$ cat src/rtl/bft_pkg.sv
// Shared BFT packet layout, credit sizing and sender state types.
// Imported by the leaf stream sender and its credit counter.
package bft_pkg;

  localparam int PACKET_BITS           = 49;
  localparam int PAYLOAD_BITS          = 32;
  localparam int NUM_LEAF_BITS         = 3;
  localparam int NUM_PORT_BITS         = 4;
  localparam int NUM_BRAM_ADDR_BITS    = 7;
  localparam int FREESPACE_UPDATE_SIZE = 64;
  localparam int CNT_BITS              = NUM_BRAM_ADDR_BITS + 1;
  localparam int MAX_CREDITS           = 2 ** NUM_BRAM_ADDR_BITS;

  localparam int VALID_BIT    = 48;
  localparam int DST_LEAF_LSB = 45;
  localparam int DST_PORT_LSB = 41;
  localparam int SRC_LEAF_LSB = 38;
  localparam int SRC_PORT_LSB = 34;
  localparam int TYPE_LSB     = 32;

  localparam logic [1:0] TYPE_DATA      = 2'b00;
  localparam logic [1:0] TYPE_FREESPACE = 2'b01;

  typedef struct packed {
    logic                     valid;
    logic [NUM_LEAF_BITS-1:0] dst_leaf;
    logic [NUM_PORT_BITS-1:0] dst_port;
    logic [NUM_LEAF_BITS-1:0] src_leaf;
    logic [NUM_PORT_BITS-1:0] src_port;
    logic [1:0]               ptype;
    logic [PAYLOAD_BITS-1:0]  payload;
  } bft_pkt_t;

  typedef enum logic {
    IDLE,
    SENT
  } state_t;

endpackage

$ cat src/rtl/bft_credit_counter.sv
// Saturating credit counter: one decrement per capture plus
// clamped freespace refills, capped at the remote buffer depth.
module bft_credit_counter
  import bft_pkg::*;
(
  input  logic                clk,
  input  logic                reset,
  input  logic                dec,
  input  logic                add_vld,
  input  logic [7:0]          add_val,
  output logic [CNT_BITS-1:0] count,
  output logic                nonzero
);

  logic [CNT_BITS-1:0] cnt_q;
  logic [7:0]          add_c;
  logic [CNT_BITS:0]   sum;

  // Clamp the refill, combine with the decrement, saturate at max
  always_comb begin
    add_c = 8'd0;
    if (add_vld) begin
      if (add_val > 8'(FREESPACE_UPDATE_SIZE))
        add_c = 8'(FREESPACE_UPDATE_SIZE);
      else
        add_c = add_val;
    end
    sum = {1'b0, cnt_q} + {1'b0, add_c} - (CNT_BITS+1)'(dec);
    if (sum > (CNT_BITS+1)'(MAX_CREDITS))
      sum = (CNT_BITS+1)'(MAX_CREDITS);
  end

  // Credit register; full buffer after reset
  always_ff @(posedge clk or negedge reset) begin
    if (!reset)
      cnt_q <= CNT_BITS'(MAX_CREDITS);
    else
      cnt_q <= sum[CNT_BITS-1:0];
  end

  assign count   = cnt_q;
  assign nonzero = (cnt_q != '0);

endmodule

$ cat src/rtl/leaf_stream_sender.sv
// Transmit endpoint for one BFT stream: wraps producer words into
// packets, retransmits on resend, and stalls when out of credit.
module leaf_stream_sender
  import bft_pkg::*;
#(
  parameter logic [2:0] SRC_LEAF = 3'd0,
  parameter logic [3:0] SRC_PORT = 4'd1
) (
  input  logic        clk,
  input  logic        reset,
  input  logic [2:0]  cfg_dst_leaf,
  input  logic [3:0]  cfg_dst_port,
  input  logic [31:0] din_user2sender,
  input  logic        vld_user2sender,
  output logic        ack_sender2user,
  input  logic [48:0] din_leaf_bft2sender,
  output logic [48:0] dout_leaf_sender2bft,
  input  logic        resend,
  output logic [7:0]  credits
);

  state_t   state_q, state_d;
  bft_pkt_t pkt_q;
  bft_pkt_t dout_q, dout_d;
  bft_pkt_t cap_pkt;
  bft_pkt_t ret;
  logic     ack;
  logic     resend_eff;
  logic     has_credit;
  logic     upd_hit;
  logic     unused_ret;

  assign ret = din_leaf_bft2sender;

  assign upd_hit = ret.valid
                && (ret.dst_leaf == SRC_LEAF)
                && (ret.dst_port == SRC_PORT)
                && (ret.ptype == TYPE_FREESPACE);

  assign unused_ret = ^{ret.src_leaf, ret.src_port,
                        ret.payload[31:8]};

  bft_credit_counter u_credits (
    .clk     (clk),
    .reset   (reset),
    .dec     (ack),
    .add_vld (upd_hit),
    .add_val (ret.payload[7:0]),
    .count   (credits),
    .nonzero (has_credit)
  );

  // Capture decision, packet build and next-state selection
  always_comb begin
    state_d          = state_q;
    dout_d           = '0;
    cap_pkt          = '0;
    cap_pkt.valid    = 1'b1;
    cap_pkt.dst_leaf = cfg_dst_leaf;
    cap_pkt.dst_port = cfg_dst_port;
    cap_pkt.src_leaf = SRC_LEAF;
    cap_pkt.src_port = SRC_PORT;
    cap_pkt.ptype    = TYPE_DATA;
    cap_pkt.payload  = din_user2sender;
    resend_eff       = (state_q == SENT) && resend;
    ack              = reset && vld_user2sender
                    && has_credit && !resend_eff;
    unique case (state_q)
      IDLE: begin
        if (ack) begin
          dout_d  = cap_pkt;
          state_d = SENT;
        end
      end
      SENT: begin
        if (resend) begin
          dout_d = pkt_q;
        end else if (ack) begin
          dout_d = cap_pkt;
        end else begin
          state_d = IDLE;
        end
      end
      default: state_d = IDLE;
    endcase
  end

  // State, output packet and retained copy for retransmission
  always_ff @(posedge clk or negedge reset) begin
    if (!reset) begin
      state_q <= IDLE;
      pkt_q   <= '0;
      dout_q  <= '0;
    end else begin
      state_q <= state_d;
      dout_q  <= dout_d;
      if (ack)
        pkt_q <= cap_pkt;
    end
  end

  assign ack_sender2user      = ack;
  assign dout_leaf_sender2bft = dout_q;

endmodule

$ cat config.mk
export PLATFORM = sky130hd
export DESIGN_NAME = leaf_stream_sender
export DESIGN_NICKNAME = d
export VERILOG_FILES = /design/src/rtl/bft_pkg.sv /design/src/rtl/bft_credit_counter.sv /design/src/rtl/leaf_stream_sender.sv
export SDC_FILE = /design/constraint.sdc
export NUM_CORES = 1
export LEC_CHECK = 0
export ABC_AREA = 1
export BUFFER_PORTS_ARGS = -buffer_cell sky130_fd_sc_hd__buf_4
export CORE_ASPECT_RATIO = 2
export CORE_UTILIZATION = 40
export CTS_CLUSTER_DIAMETER = 200
export DETAILED_ROUTE_END_ITERATION = 6
export HOLD_SLACK_MARGIN = 0.05
export PLACE_DENSITY_LB_ADDON = 0.08
export SLEW_MARGIN = 20
export SYNTH_ARGS = -nofsm -noshare
export SYNTH_HDL_FRONTEND = slang
export SYNTH_SLANG_ARGS = --single-unit
$ cat constraint.sdc
create_clock -name clk -period 2.8 [get_ports clk]
set_input_delay 0.28 -clock clk [delete_from_list [all_inputs] [get_ports clk]]
set_output_delay 0.28 -clock clk [all_outputs]
set_load 0.02 [all_outputs]
After elaboration in Yosys (flattened, before gate mapping)
Index checks and enable logic that the tools add are counted.
{"block": "word_totals", "reg_bits": 98, "latchBits": 0, "ramBits": 0, "romBits": 0, "out_inout_bits": 58, "mem_count": 0}
{"block": "classes", "addsub": 2, "n_mul": 0, "div_mod_pow": 0, "magnitude_cmp": 2, "n_eq_ne": 2, "shift": 0, "muxes": 9, "n_bitwise": 1, "reduce_logical": 10}
{"operator": "49-bit 2-to-1 mux", "n": 2}
{"operator": "49-bit one-hot mux with 2 select lines", "n": 1}
{"operator": "8-bit 2-to-1 mux", "n": 3}
{"operator": "8-bit by 8-bit adder with 9-bit output", "n": 1}
{"operator": "9-bit by 8-bit greater-than comparator with 1-bit output, second input constant", "n": 1}
{"operator": "9-bit by 1-bit subtractor with 9-bit output", "n": 1}
{"operator": "8-bit by 7-bit greater-than comparator with 1-bit output, second input constant", "n": 1}
{"operator": "8-bit nonzero test", "n": 1}
{"operator": "1-bit logical AND", "n": 7}
{"operator": "4-bit by 1-bit equality test with 1-bit output, second input constant", "n": 1}
{"operator": "3-bit zero test", "n": 1}
{"operator": "2-bit by 1-bit equality test with 1-bit output, second input constant", "n": 1}
{"operator": "1-bit 2-to-1 mux", "n": 2}
{"operator": "1-bit one-hot mux with 2 select lines", "n": 1}
{"operator": "1-bit zero test", "n": 1}
{"operator": "1-bit inverter", "n": 1}

Depth between registers and ports, before layout
{"block": "depth", "ltp_word": 9, "mapped_depth": 21, "ltp_nobuf": 20}

Cells and area by module
From an unflattened synthesis, not the netlist that was laid out.
{"block": "unflattened", "hier_cells": 470, "hier_area_um2": 4112.7}
{"mod": "leaf_stream_sender", "instances": 1, "cells_per_inst": 319, "area_per_inst_um2": 3144.3, "seq_area_each_um2": 2026.9}
{"mod": "bft_credit_counter", "instances": 1, "cells_per_inst": 151, "area_per_inst_um2": 968.4, "seq_area_each_um2": 201.4}

Least setup slack after synthesis
No wires, ideal clock.
{"block": "synth_path", "path_kind": "reg-to-reg", "start": "register u_credits.cnt_q[7] (netlist: u_credits.count[7])", "end": "register u_credits.cnt_q[1] (netlist: u_credits.count[1])", "setup_time_ns": 0.072, "t_arrival_ns": 2.848, "slack_ns": -0.120, "stages_incl_launch_ff": 22, "period_less_slack_ns": 2.920, "path_cell_list": "dfstp_2 inv_1 nand4_1 o211ai_2 nor2_4 buf_2 ha_1 inv_1 ha_1 inv_1 fa_1 inv_1 nand2_1 nand2_2 nand3_1 nand2_1 nand2_1 nand2_1 nand3_1 nand2_1 nand2_2 nor2_1"}
{"block": "synth_via", "elab_chain_cells": 6, "word_cells_on_any_way": 7, "cone_classes": "add/sub: 2; order compare: 1; mux: 1; reduce/logical: 3"}
{"element": "start, declared", "line": "bft_credit_counter.sv:15", "source": "logic [CNT_BITS-1:0] cnt_q;"}
{"element": "start signal, assigned", "line": "bft_credit_counter.sv:36", "source": "cnt_q <= CNT_BITS'(MAX_CREDITS);"}
{"element": "start signal, assigned", "line": "bft_credit_counter.sv:38", "source": "cnt_q <= sum[CNT_BITS-1:0];"}
{"element": "8-bit nonzero test *", "line": "bft_credit_counter.sv:42", "source": "assign nonzero = (cnt_q != '0);"}
{"element": "1-bit logical AND * (2 in series)", "line": "leaf_stream_sender.sv:67", "source": "&& has_credit && !resend_eff;"}
{"element": "via ack_sender2user", "line": "leaf_stream_sender.sv:15", "source": "output logic ack_sender2user,"}
{"element": "9-bit by 1-bit subtractor with 9-bit output *", "line": "bft_credit_counter.sv:28", "source": "sum = {1'b0, cnt_q} + {1'b0, add_c} - (CNT_BITS+1)'(dec);"}
{"element": "9-bit by 8-bit greater-than comparator with 1-bit output", "line": "bft_credit_counter.sv:29", "source": "if (sum > (CNT_BITS+1)'(MAX_CREDITS))"}
{"element": "8-bit 2-to-1 mux *", "line": "bft_credit_counter.sv:29"}
{"element": "via u_credits.sum[1]", "line": "bft_credit_counter.sv:17", "source": "logic [CNT_BITS:0] sum;"}
Mark *: on every way through the listed nets, which the timed path passes. The rest lies on a longest branch.
A chain may end at the register's enable or synchronous reset.

Worst setup path in the final report
{"block": "layout_path", "start": "register u_credits.cnt_q[1] (netlist: u_credits.count[1])", "end": "register u_credits.cnt_q[0] (netlist: u_credits.count[0])"}
{"block": "layout_via", "elab_chain_cells": 6, "word_cells_on_any_way": 7, "cone_classes": "add/sub: 2; order compare: 1; mux: 1; reduce/logical: 3"}
{"element": "branches (longest 3 deep; another with 8-bit by 8-bit adder with 9-bit output)"}
{"element": "9-bit by 1-bit subtractor with 9-bit output *", "line": "bft_credit_counter.sv:28"}
{"element": "9-bit by 8-bit greater-than comparator with 1-bit output", "line": "bft_credit_counter.sv:29"}
{"element": "8-bit 2-to-1 mux *", "line": "bft_credit_counter.sv:29"}
{"element": "via u_credits.sum[0]", "line": "bft_credit_counter.sv:17"}
Mark *: on every way through the listed nets, which the timed path passes.

==> flow_metrics.py <==
metrics = {
    "sta": {
        "hold_viol": 0,
        "relSlewSlack_pct": 47.6,
        "worst_pin_slew_ps": 786,
        "clock_skew_ps": 8.61,
        "finalCriticalPeriod_ps": 2800,
        "fin_crit_sh_pct": 100,
        "max_freq_mhz": 357,
        "slew_violations": 0,
        "grt_setup_unrepaired": "true",
        "setup_viol": 1,
        "holdWs_ps": 160,
        "fin_ws_ps": -3.88,
    },
    "finish": {
        "layout_common_cells": "buf_4 (142), dfrtp_1 (88), inv_1 (83)",
        "fin_nets": 679,
        "fin_util_pct": 57.3,
        "final_cells": 679,
        "syn2layout_area_growth_pct": 38.1,
        "post_route_cells_drive_above_1_share_pct": 32.3,
        "final_cell_area_um2": 5380,
        "final_common_cell": "buf_4",
        "diodes": 0,
    },
    "status": {
        "status": "complete, but fails checks",
        "violations": "setup timing",
    },
    "drt": {
        "first_pass_iters": 4,
        "antenna_left": 0,
        "viasPerCell": 4.67,
        "wl_per_cell_um": 13.0,
        "drtIter0Drc": 176,
        "drcViolationCount": 0,
        "vias": 3173,
        "drt-total-wl_mm": 8.81,
    },
    "setup_path": {
        "cp-start-kind": "register",
        "arrival_ps": 3080,
        "critPathMaxFanout": 5,
        "critPathRequiredTime_ps": 3070,
        "critPathKind": "reg -> reg",
        "critPathCaptureType": "register",
        "reg2reg_slack_ps": -4,
    },
    "grt": {
        "overflow": 0,
        "antenna_found_initial": 0,
        "grt_pass1_vias": 3185,
        "grt.total_usage_pct": 18.3,
        "grt_pass1_wl_mm": 14.2,
        "grt_max_degree": 81,
    },
    "clock_network": {
        "clock_path_buffers": 2,
        "htree_levels": 3,
        "clock-root-buffer": "clkbuf_16",
        "clock-sinks": 89,
        "cts_buffers": 9,
        "path_clk_slew_ps": 70,
        "clk_latency_ps": 340,
        "cts_tree": "yes",
    },
    "synth": {
        "yosysUniqueCellTypes": 25,
        "yosysWarnings": 0,
        "ys_seq_elements": 89,
        "synth_area_um2": 3900,
        "syn_avg_cell_area_um2": 9.06,
        "synthCells": 430,
        "seq_area_frac_synth_pct": 57.2,
    },
    "placed_design": {
        "hpwlAfterDp_mm": 6.47,
        "dpl_cell_area_um2": 4960,
        "dp.cells": 655,
        "gp_congestion": 0.847,
        "io_buffers": 110,
    },
    "job": {
        "drv_cap": 0,
    },
    "floorplanning": {
        "die_x_um": 71.8,
        "die_area_um2": 10200,
        "die_y_um": 142,
        "fp.coreArea_um2": 9380,
        "start_util_pct": 41.5,
        "ioPinCount": 150,
        "num_rows": 50,
    },
    "power_and_ir_drop": {
        "p_leak_nw": 2.93,
        "finalPower_w": 0.00518,
        "power_density_nw_per_um2": 963,
        "vdd.ir_drop.worst_v": 0.000509,
    },
    "hold_path": {
        "hold_class": "in -> reg",
    },
}
synth_stat cells (all sizes together):
master | count | area share (%)
a21oi | 4 | 0.51
clkbuf | 7 | 0.74
nand4 | 4 | 0.64
dfrtp | 88 | 57
nor4 | 2 | 0.32
nand2 | 81 | 7.9
or2 | 2 | 0.39
inv | 91 | 8.8
o21ai | 79 | 10
buf | 14 | 2.5
o21a | 3 | 0.58
nor3 | 1 | 0.13
conb | 2 | 0.19
fa | 1 | 0.51
nor2 | 15 | 1.6
ha | 16 | 5.1
nand3 | 18 | 2.3
o211ai | 1 | 0.32
dfstp | 1 | 0.67
cell families after synthesis:
logic type | after synthesis | synth area share (%)
AND/OR/NAND/NOR | 123 | 13.4
buffers and inverters | 112 | 12.0
flip-flops | 89 | 57.2
AO/OA/AOI/OAI | 87 | 11.6
adder cells (fa/ha/maj) | 17 | 5.65
other | 2 | 0.193
power breakdown:
group / internal (W) / switching (W) / leakage, nW
clock: 0.000699 / 0.000505 / 0.143
combinational: 0.000879 / 0.00128 / 1.65
sequential: 0.00169 / 0.000121 / 1.14
total: 0.00327 / 0.00191 / 2.93
sequential cells by signal, summed over array words and instances, names as in the netlist:
| signal | count |
|---|---|
| dout_leaf_sender2bft | 40 |
| u_credits.count | 8 |
| state_q | 1 |
| pkt_q | 40 |
worst paths after layout:
kind,startpoint,end,cells past startpoint
hold / removal,din_user2sender[30],dout_leaf_sender2bft[30],3
hold reg to reg,pkt_q[34],pkt_q[34],1
setup / recovery,u_credits.count[1],u_credits.count[0],17
min in group asynchronous,reset,dout_leaf_sender2bft[46],3
setup reg to reg,u_credits.count[1],u_credits.count[0],17
max in group asynchronous,reset,pkt_q[47],4
stage by stage:
stage	setup WS, ps	TNS, ps
after floorplan	6.62	0
after global placement	-136	-660
after detailed placement	-140	-627
after CTS	-20.6	-29.5
after global routing	-119	-554
final	-3.88	-3.88
layer usage:
layer	global-route usage, %	part of all wire (%)	up-vias
met5	0	0	-
met4	9.29	3.3	0
met3	3.69	4.0	21
met2	33.5	56	84
met1	19.4	37	1475
li1	-	-	1593
worst max-delay path, cell delays in order, from the launching register on:
cell and delay (ps):
dfrtp_1 390, inv_1 90, nand4_1 160, o211ai_2 250, nor2_4 70, ha_4 240, inv_2 60, ha_4 130
inv_2 40, fa_2 550, nand2_2 70, nor2_4 130, nand3_2 90, nor2_2 100, nand3_1 90, nand2_2 80
nand2_4 90, nor2_2 110
cell type report:
type / instances / area (µm²)
clock buffers: 9 / 225
multi-input cells: 236 / 1300
clock inverters: 7 / 76.3
inverters: 91 / 342
repair buffers: 143 / 1080
fillers: 884 / 4000
flip-flops and latches: 89 / 2230
well taps: 104 / 130
timing repair:
action,in CTS,in global routing
pin swaps,13,8
hold buffers,1,0
resized for setup,12,11
endpoints found under the hold margin,26,0
cloned,0,0
endpoints found under the setup margin,5,8
setup buffers,4,3
Power figures use the tool's default switching activity.
